`src/rtl/flowled_pkg.sv`:
```
// Shared definitions for the LED flow engine: pattern mode encodings,
// shift direction and the per-mode seed pattern.
package flowled_pkg;

  typedef enum logic [1:0] {
    MODE_ROTL = 2'd0,
    MODE_ROTR = 2'd1,
    MODE_PING = 2'd2,
    MODE_FILL = 2'd3
  } mode_t;

  typedef enum logic {
    DIR_LEFT  = 1'b0,
    DIR_RIGHT = 1'b1
  } dir_t;

  // Returned 32 bits wide; callers keep the low led_w bits.
  function automatic logic [31:0] seed_of(input mode_t mode, input int led_w);
    case (mode)
      MODE_ROTR: return 32'd1 << (led_w - 1);
      MODE_FILL: return 32'd0;
      default:   return 32'd1;
    endcase
  endfunction

endpackage

```
`src/rtl/flowled_if.sv`:
```
// Configuration valid/ready port of the LED flow engine.
interface flowled_if #(
  parameter int CNT_W = 24
) ();
  logic             cfg_valid;
  logic [1:0]       cfg_mode;
  logic [CNT_W-1:0] cfg_period;
  logic             cfg_ready;

  modport master (output cfg_valid, output cfg_mode, output cfg_period, input cfg_ready);
  modport slave  (input cfg_valid, input cfg_mode, input cfg_period, output cfg_ready);
endinterface

```
`src/rtl/flowled_prescaler.sv`:
```
// Step prescaler: counts 0..period while run is high and flags the wrap edge.
module flowled_prescaler #(
  parameter int CNT_W = 24
) (
  input  logic             clk,
  input  logic             rst,
  input  logic             run,
  input  logic             clear,
  input  logic [CNT_W-1:0] period,
  output logic             step
);
  logic [CNT_W-1:0] count;

  assign step = run && (count == period);

  always_ff @(posedge clk) begin
    if (rst || clear) begin
      count <= '0;
    end else if (step) begin
      count <= '0;
    end else if (run) begin
      count <= count + CNT_W'(1);
    end
  end
endmodule

```
`src/rtl/flowled_engine.sv`:
```
// LED flow engine: four selectable patterns advanced by a programmable
// prescaler, with a valid/ready configuration port that defers while running.
module flowled_engine
  import flowled_pkg::*;
#(
  parameter int               LED_W   = 8,
  parameter int               CNT_W   = 24,
  parameter logic [CNT_W-1:0] CNT_DEF = CNT_W'(10_000_000)
) (
  input  logic             sys_clk,
  input  logic             sys_rst,
  input  logic             run,
  flowled_if.slave         cfg,
  output logic             step_pulse,
  output logic [LED_W-1:0] led_out
);
  mode_t            mode;
  dir_t             dir;
  logic [CNT_W-1:0] period;
  logic             pending;
  mode_t            pend_mode;
  logic [CNT_W-1:0] pend_period;

  logic             step;
  logic             xfer;
  logic             load_direct;
  logic             load_pend;
  logic             load_any;
  mode_t            ld_mode;
  logic [CNT_W-1:0] ld_period;
  logic [31:0]      seed_all;
  logic [LED_W-1:0] seed;
  logic [LED_W-1:0] nxt_led;
  dir_t             nxt_dir;

  assign xfer        = cfg.cfg_valid && cfg.cfg_ready;
  assign load_direct = xfer && !run;
  // A deferred request lands on the next step edge, or at once if run drops.
  assign load_pend   = pending && (step || !run);
  assign load_any    = load_direct || load_pend;
  assign ld_mode     = load_pend ? pend_mode : mode_t'(cfg.cfg_mode);
  assign ld_period   = load_pend ? pend_period : cfg.cfg_period;
  assign seed_all    = seed_of(ld_mode, LED_W);
  assign seed        = seed_all[LED_W-1:0];

  generate
    if (LED_W < 32) begin : g_seed_trim
      logic unused_seed_hi;
      assign unused_seed_hi = ^seed_all[31:LED_W];
    end
  endgenerate

  flowled_prescaler #(.CNT_W(CNT_W)) u_prescaler (
    .clk    (sys_clk),
    .rst    (sys_rst),
    .run    (run),
    .clear  (load_any),
    .period (period),
    .step   (step)
  );

  always_comb begin
    nxt_led = led_out;
    nxt_dir = dir;
    case (mode)
      MODE_ROTL: nxt_led = {led_out[LED_W-2:0], led_out[LED_W-1]};
      MODE_ROTR: nxt_led = {led_out[0], led_out[LED_W-1:1]};
      MODE_PING: begin
        // Bouncing off an end flips direction and moves back in the same step.
        if (dir == DIR_LEFT) begin
          if (led_out[LED_W-1]) begin
            nxt_dir = DIR_RIGHT;
            nxt_led = led_out >> 1;
          end else begin
            nxt_led = led_out << 1;
          end
        end else begin
          if (led_out[0]) begin
            nxt_dir = DIR_LEFT;
            nxt_led = led_out << 1;
          end else begin
            nxt_led = led_out >> 1;
          end
        end
      end
      default:   nxt_led = {led_out[LED_W-2:0], ~led_out[LED_W-1]};
    endcase
  end

  always_ff @(posedge sys_clk) begin
    if (sys_rst) begin
      led_out       <= LED_W'(1);
      mode          <= MODE_ROTL;
      period        <= CNT_DEF;
      dir           <= DIR_LEFT;
      pending       <= 1'b0;
      cfg.cfg_ready <= 1'b1;
      step_pulse    <= 1'b0;
    end else begin
      step_pulse <= step;
      if (load_any) begin
        mode          <= ld_mode;
        period        <= ld_period;
        led_out       <= seed;
        dir           <= DIR_LEFT;
        pending       <= 1'b0;
        cfg.cfg_ready <= 1'b1;
      end else begin
        if (xfer) begin
          pending       <= 1'b1;
          cfg.cfg_ready <= 1'b0;
        end
        if (step) begin
          led_out <= nxt_led;
          dir     <= nxt_dir;
        end
      end
    end
  end

  always_ff @(posedge sys_clk) begin
    if (xfer && run) begin
      pend_mode   <= mode_t'(cfg.cfg_mode);
      pend_period <= cfg.cfg_period;
    end
  end
endmodule

```
`src/flat_wrapper.sv`:
```
// flat-port wrapper written by rule: the top's interface ports become plain ports
module flowled_engine_flat import flowled_pkg::*;
#(
  parameter int               LED_W   = 8,
  parameter int               CNT_W   = 24,
  parameter logic [CNT_W-1:0] CNT_DEF = CNT_W'(10_000_000)
)
  (sys_clk, sys_rst, run, step_pulse, led_out, cfg_cfg_valid, cfg_cfg_mode, cfg_cfg_period, cfg_cfg_ready);
  flowled_if #(.CNT_W(CNT_W)) cfg_i ();
  input  logic sys_clk;
  input  logic sys_rst;
  input  logic run;
  output logic step_pulse;
  output logic [LED_W-1:0] led_out;
  input wire logic [$bits(cfg_i.cfg_valid)-1:0] cfg_cfg_valid;
  input wire logic [$bits(cfg_i.cfg_mode)-1:0] cfg_cfg_mode;
  input wire logic [$bits(cfg_i.cfg_period)-1:0] cfg_cfg_period;
  output wire logic [$bits(cfg_i.cfg_ready)-1:0] cfg_cfg_ready;
  assign cfg_i.cfg_valid = cfg_cfg_valid;
  assign cfg_i.cfg_mode = cfg_cfg_mode;
  assign cfg_i.cfg_period = cfg_cfg_period;
  assign cfg_cfg_ready = cfg_i.cfg_ready;
  flowled_engine #(.LED_W(LED_W), .CNT_W(CNT_W), .CNT_DEF(CNT_DEF)) u_core (.sys_clk(sys_clk), .sys_rst(sys_rst), .run(run), .cfg(cfg_i), .step_pulse(step_pulse), .led_out(led_out));
endmodule
```
`config.mk`:
```
export PLATFORM = sky130hd
export DESIGN_NAME = flowled_engine_flat
export DESIGN_NICKNAME = d
export VERILOG_FILES = /design/src/rtl/flowled_pkg.sv /design/src/rtl/flowled_if.sv /design/src/rtl/flowled_prescaler.sv /design/src/rtl/flowled_engine.sv /design/src/flat_wrapper.sv
export SDC_FILE = /design/constraint.sdc
export NUM_CORES = 1
export LEC_CHECK = 0
export CORE_AREA = 2 2 90 92
export CTS_CLUSTER_DIAMETER = 30
export DETAILED_ROUTE_END_ITERATION = 8
export DIE_AREA = 0 0 92 94
export GPL_TIMING_DRIVEN = 0
export HOLD_SLACK_MARGIN = 0.12
export PLACE_DENSITY = 0.76
export SLEW_MARGIN = 0
export SYNTH_ARGS = -nofsm -noshare
export SYNTH_HDL_FRONTEND = slang
export SYNTH_SLANG_ARGS = --single-unit
```
`constraint.sdc`:
```
create_clock -name sys_clk -period 6.4 [get_ports sys_clk]
set_clock_uncertainty 0.2 [all_clocks]
set_input_delay 1.6 -clock sys_clk [delete_from_list [all_inputs] [get_ports sys_clk]]
set_output_delay 1.6 -clock sys_clk [all_outputs]
set_load 0.03 [all_outputs]
```
After elaboration in Yosys (flattened, before gate mapping):

Index checks and enable logic that the tools add are counted.

* word-level logic and storage cells: 43
* bits in registers: 88

* multiplexer cells: 12
* eq/ne operators: 5
* add/sub/neg operators: 1
* bitwise logic cells: 1
* reduce and logical (&&, ||, !) cells: 14

Operators with widths (number)
* $mux W8: 5
* $add A24 B1 Y24 const B: 1
* $eq A24 B24 Y1: 1
* $mux W24: 1
* $pmux W8 S3: 1
* $pmux W8 S2: 1
* $logic_and A1 B1 Y1: 5
* $eq A2 B1 Y1 const B: 2
* $eq A2 B2 Y1 const B: 2
* $reduce_or A2 Y1: 2
* $logic_or A1 B1 Y1: 3
* $mux W1: 3
* $logic_not A2 Y1: 1
* $mux W2: 1
* $reduce_and A2 Y1: 1
* $reduce_bool A2 Y1: 1
* $logic_not A1 Y1: 1
* $not A1 Y1: 1

Depth between registers and ports, before layout:

* depth after elaboration: 8
* mapped depth: 9
* depth with buffers taken out: 7

Hierarchy:

A second synthesis with hierarchy kept.

* cell total of the unflattened synthesis: 431
* area, all modules: 4156.5 um^2

Modules (own cells, without submodules)
* flowled_engine: times used 1, seq. area each 1541.5 um^2, cells each 281, area an instance 2819.0 um^2
* flowled_prescaler: times used 1, seq. area each 480.5 um^2, cells each 150, area an instance 1337.5 um^2

Least setup slack after synthesis:

No wires, ideal clock.

* path type: input to register
* start point: in cfg_cfg_valid
* end point: reg u_core.pend_mode[0], enable pin
* required time: 5791 ps
* cell stages on the path: 3
* path slack: 2809 ps
* setup time: 409 ps
* path buffers: 1
* data arrival time: 2983 ps
* path through: nand2_1 clkbuf_1 nor2_1

* longest elaborated chain between the ends: 2

Ends and longest elaborated chain
* start: declaration: line flat_wrapper.sv:15 `input wire logic [$bits(cfg_i.cfg_valid)-1:0] cfg_cfg_valid;`
* $logic_and A1 B1 Y1: line flowled_engine.sv:36 `assign xfer = cfg.cfg_valid && cfg.cfg_ready;`
* $logic_and A1 B1 Y1: line flowled_engine.sv:122 `if (xfer && run) begin`
* end signal: assignment: line flowled_engine.sv:123 `pend_mode <= mode_t'(cfg.cfg_mode);`
* end: declaration: line flowled_engine.sv:21 `mode_t pend_mode;`

No other way between the ends.
A chain may end at the register's enable or synchronous reset.

Final worst setup path:

* start point: in run
* end point: reg u_core.u_prescaler.count[23]

* longest elaborated chain between the ends: 6
* elaborated cells on any way between the ends: 8
* classes of those cells: 8 x reduce/logical

Ends and longest elaborated chain
* start: declaration: line flat_wrapper.sv:12 `input logic run;`
* $logic_and A1 B1 Y1 or $logic_not A1 Y1 (tied branches): line flowled_prescaler.sv:14, flowled_engine.sv:37, flowled_engine.sv:39
* $logic_or A1 B1 Y1: line flowled_engine.sv:39 `assign load_pend = pending && (step || !run);`
* $logic_and A1 B1 Y1: line flowled_engine.sv:39
* $logic_or A1 B1 Y1: line flowled_engine.sv:40 `assign load_any = load_direct || load_pend;`
* $logic_or A1 B1 Y1: line flowled_prescaler.sv:17 `if (rst || clear) begin`
* $reduce_or A2 Y1 (no line)
* end signal: assignment: line flowled_prescaler.sv:22 `count <= count + CNT_W'(1);`
* end: declaration: line flowled_prescaler.sv:12 `logic [CNT_W-1:0] count;`

Parallel ways exist; a longest one is shown, timed or not.

==> qor.txt <==
Port Buffer Count - 39
category of the most critical setup path - primary input to flip-flop
diodes inserted - 0
Leak Pwr - 1.65 nW
Post-Synthesis Net Count - 462
crit path DAT - 3680 ps
Yosys reg bits - 88
status - complete, no violations
detailed router's first-iteration violation count - 181
power density over the cells - 227 nW/um2
largest family of logic cells by synthesized area - simple AND/OR/NAND/NOR gates
setup violators final - 0
series of cell instances along the critical path - clkdlybuf4s50_1, nand3_1, or4b_4, or3_4, nor3_4, xnor2_1, nor2_2
critical path startpoint category - primary input
number of placed I/O pins - 40
Post-Synth Adder-Cell Area - 0.304%
leading register cell type out of synthesis - sky130_fd_sc_hd__dfxtp_1
category of cells accounting for the largest share of critical-path delay - simple AND/OR/NAND/NOR gates
area fraction in compound gates after synthesis - 13.6%
Detail Placement HPWL - 6500 um
CTS root buffer - sky130_fd_sc_hd__clkbuf_8
utilization after layout - 63.2%
starting density of the core - 54.1%
cts-stage hold buffer count - 0
Critical Path RT - 6450 ps
via count of the first global-routing pass - 3,240
post-route antenna net violation count - 0
Critical Path Stages - 7
final period demand of the worst path - 3630 ps
drt total wl - 9190 um
Worst Path Buf+Inv - 1
number of placement rows - 32
routability-driven placement congestion ratio - 0.841
Overall Global Routing Usage - 22.9%
Worst Hold Margin - 326 ps
Cell Count Post-Placement - 573
clock network latency to the later pin of the worst-skew pair - 360 ps
core region area - 7610 um2
deepest clock path buffer count - 2
pin slew with the least headroom to its limit - 775 ps
First-pass DRT Iterations - 4
number of standard cells after synthesis - 431
crit path capture type - flip-flop
longest individual stage delay on the worst path - 620 ps
Num Clock Sinks - 88
number of standard cells in the final layout excluding fillers - 589
die footprint - 8650 um2
post-synthesis sequential area ratio - 49.1%
maximum vdd drop - 120 uV
ratio of routed vias to standard cells - 5.58
clock tree from TritonCTS - built
number of remaining DRC errors - 0
count of instances resized after the clock tree is built - 0
final hold viol count - 0
cell area after synthesis - 4120 um2
fraction of synthesized area in multiplexers - 2.22%
total gr overflow - 0
area growth from synthesis to final layout - 16.8%
highest fanout seen on the critical path - 7
wire per inst - 15.6 um
final-stage net count - 513
post-route cell area - 4810 um2
number of enable flip-flop cells after synthesis - 26
synth unique cells - 50
largest net degree at the start of global routing - 15
clock slew at the register clock pins of the worst setup and hold paths - 90 ps
RSZ-0062 raised after global routing - no
worst-case headroom to the max-slew limit - 48.3%
H-tree depth reported by CTS - 3
number of clock buffers inserted by TritonCTS - 9
worst reg2reg path depth - 9
mean area per synthesized cell - 9.55 um2
reported max-cap violation count - 0
fraction of synthesized cell area in xor and xnor cells - 9.97%
cell type of the slowest stage on the worst timing path - sky130_fd_sc_hd__clkdlybuf4s50_1
Post-CTS Setup Inserts - 0
aggregate negative setup slack - 0 ps
worst hold path depth - 2
max frequency - 0.275 GHz
initial antenna violation count - 0
number of vias in the routed layout - 3,284
final worst-path cycle share - 56.7%
layout cells sized above 1 - 11.3%
number of warnings reported in the yosys synthesis log - 0
horizontal extent of the die - 92 um
placed cell area - 4650 um2
Die Ht - 94 um
wire length of the first global-routing pass - 15,500 um
Async SR Flop Fraction - 0%
Hold WC Path Type - flip-flop to flip-flop
count of pins over their slew limit - 0
simple logic cell fraction of the synthesized area - 21.0%
[stage by stage]
step	setup slack (ps)	power, mW
6_report	2770	1.09
5_1_grt	2610	1.14
4_1_cts	2770	1.10
3_5_place_dp	2400	0.778
3_3_place_gp	1500	0.772
2_1_floorplan	2810	0.722
[where the power goes]
group / internal (mW) / switching (mW)
clock network: 0.137 / 0.190
logic: 0.0694 / 0.0795
registers: 0.600 / 0.0168
total: 0.807 / 0.286
[worst register-to-register path, stage by stage (launching register included)]
cell and delay, ps:
sky130_fd_sc_hd__dfxtp_1 320, sky130_fd_sc_hd__buf_6 130, sky130_fd_sc_hd__xnor2_2 150, sky130_fd_sc_hd__nand4_1 140, sky130_fd_sc_hd__nor4_4 430, sky130_fd_sc_hd__a21oi_2 180
sky130_fd_sc_hd__buf_2 220, sky130_fd_sc_hd__o21ai_0 250, sky130_fd_sc_hd__buf_2 290, sky130_fd_sc_hd__a211oi_1 80
[worst paths after layout]
check	startpoint	endpoint	slack [ps]
worst max-delay path	run	u_core.u_prescaler.count[23]	2770
worst min-delay path	u_core.led_out[6]	u_core.led_out[6]	330
worst max register to register	u_core.u_prescaler.count[2]	u_core.led_out[2]	3900
worst min register to register	u_core.led_out[6]	u_core.led_out[6]	330
[sequential cells by signal (all words and copies together), names as in the netlist, 2 cells and up]
register,count
u_core.led_out,8
u_core.u_prescaler.count,24
u_core.pend_mode,2
u_core.mode,2
u_core.pend_period,24
u_core.period,24
[layer usage]
layer	vias to the layer above	share of wire, %	wire length (um)	global-route usage [%]
met4	0	1.2	112	9.20
met3	11	4.6	422	4.90
met1	1574	46	4240	29.5
li1	1613	-	-	-
met5	-	0	0	0
met2	86	48	4410	37.6
[final cells by class]
| type | instances | area [um2] |
|---|---|---|
| Multi-Input combinational cell | 309 | 1940 |
| Buffer | 24 | 120 |
| Clock buffer | 11 | 131 |
| Sequential cell | 88 | 2020 |
| Clock inverter | 5 | 25.0 |
| Tap cell | 102 | 128 |
| Inverter | 10 | 37.5 |
| Fill cell | 632 | 2800 |
| Timing Repair Buffer | 40 | 405 |
[cell usage after synthesis, types with 2 or more instances]
cell type                   n  area share [%]
sky130_fd_sc_hd__and3_1     5            0.76
sky130_fd_sc_hd__dfxtp_1   62              30
sky130_fd_sc_hd__mux2i_1    8             1.9
sky130_fd_sc_hd__o22ai_1    3            0.46
sky130_fd_sc_hd__and2_1     3            0.46
sky130_fd_sc_hd__xor2_1     9             1.9
sky130_fd_sc_hd__o21ai_0   17             2.1
sky130_fd_sc_hd__nand3_1   16             1.9
sky130_fd_sc_hd__edfxtp_1  26              19
sky130_fd_sc_hd__a21oi_1   14             1.7
sky130_fd_sc_hd__a31o_2     3            0.64
sky130_fd_sc_hd__or3_1      8             1.2
sky130_fd_sc_hd__buf_4      2            0.36
sky130_fd_sc_hd__nor2b_1    3            0.46
sky130_fd_sc_hd__clkbuf_1  14             1.3
sky130_fd_sc_hd__nand4_1    9             1.4
sky130_fd_sc_hd__xnor2_1   36             7.7
sky130_fd_sc_hd__buf_2      6            0.73
sky130_fd_sc_hd__o221a_1    2            0.55
sky130_fd_sc_hd__a31o_1     5             1.1
sky130_fd_sc_hd__nand2_1   30             2.7
sky130_fd_sc_hd__inv_1      9            0.82
sky130_fd_sc_hd__nor2_2     2            0.30
sky130_fd_sc_hd__nor2_1    82             7.5
sky130_fd_sc_hd__buf_6      2            0.55
sky130_fd_sc_hd__o221a_2   15             4.1
sky130_fd_sc_hd__nor3_1     4            0.49
sky130_fd_sc_hd__nand2b_1   9             1.4
sky130_fd_sc_hd__a211oi_1   6             1.1
[kinds of logic (layout without fill, tap and decap cells)]
group / Yosys count / count (layout)
xor gates and xnor gates: 46 / 46
adders and majority gates: 1 / 1
AOI/OAI and AO/OA: 74 / 74
buffers and inverters: 34 / 90
muxes: 9 / 9
and+or+nand+nor: 179 / 179
DFF: 88 / 88
[cell usage in the layout, fill, tap and decap left out, types with 2 or more instances in the layout]
cell type,n
sky130_fd_sc_hd__or3_1,8
sky130_fd_sc_hd__a21oi_1,14
sky130_fd_sc_hd__inv_1,9
sky130_fd_sc_hd__nor2b_1,3
sky130_fd_sc_hd__buf_6,2
sky130_fd_sc_hd__buf_2,6
sky130_fd_sc_hd__clkdlybuf4s50_1,39
sky130_fd_sc_hd__o221a_2,15
sky130_fd_sc_hd__o21ai_0,17
sky130_fd_sc_hd__o221a_1,2
sky130_fd_sc_hd__nor3_1,4
sky130_fd_sc_hd__nor2_2,3
sky130_fd_sc_hd__and3_1,5
sky130_fd_sc_hd__nand2_1,30
sky130_fd_sc_hd__clkbuf_1,16
sky130_fd_sc_hd__buf_4,2
sky130_fd_sc_hd__edfxtp_1,26
sky130_fd_sc_hd__nor2_1,81
sky130_fd_sc_hd__xor2_1,9
sky130_fd_sc_hd__nand3_1,16
sky130_fd_sc_hd__xnor2_1,36
sky130_fd_sc_hd__nand4_1,9
sky130_fd_sc_hd__mux2i_1,8
sky130_fd_sc_hd__a211oi_1,6
sky130_fd_sc_hd__clkbuf_8,9
sky130_fd_sc_hd__and2_1,3
sky130_fd_sc_hd__nand2b_1,9
sky130_fd_sc_hd__o22ai_1,3
sky130_fd_sc_hd__dfxtp_1,62
sky130_fd_sc_hd__a31o_2,3
sky130_fd_sc_hd__a31o_1,5
sky130_fd_sc_hd__clkinv_1,2
sky130_fd_sc_hd__clkinv_2,2
(Power assumes the default switching activity.)
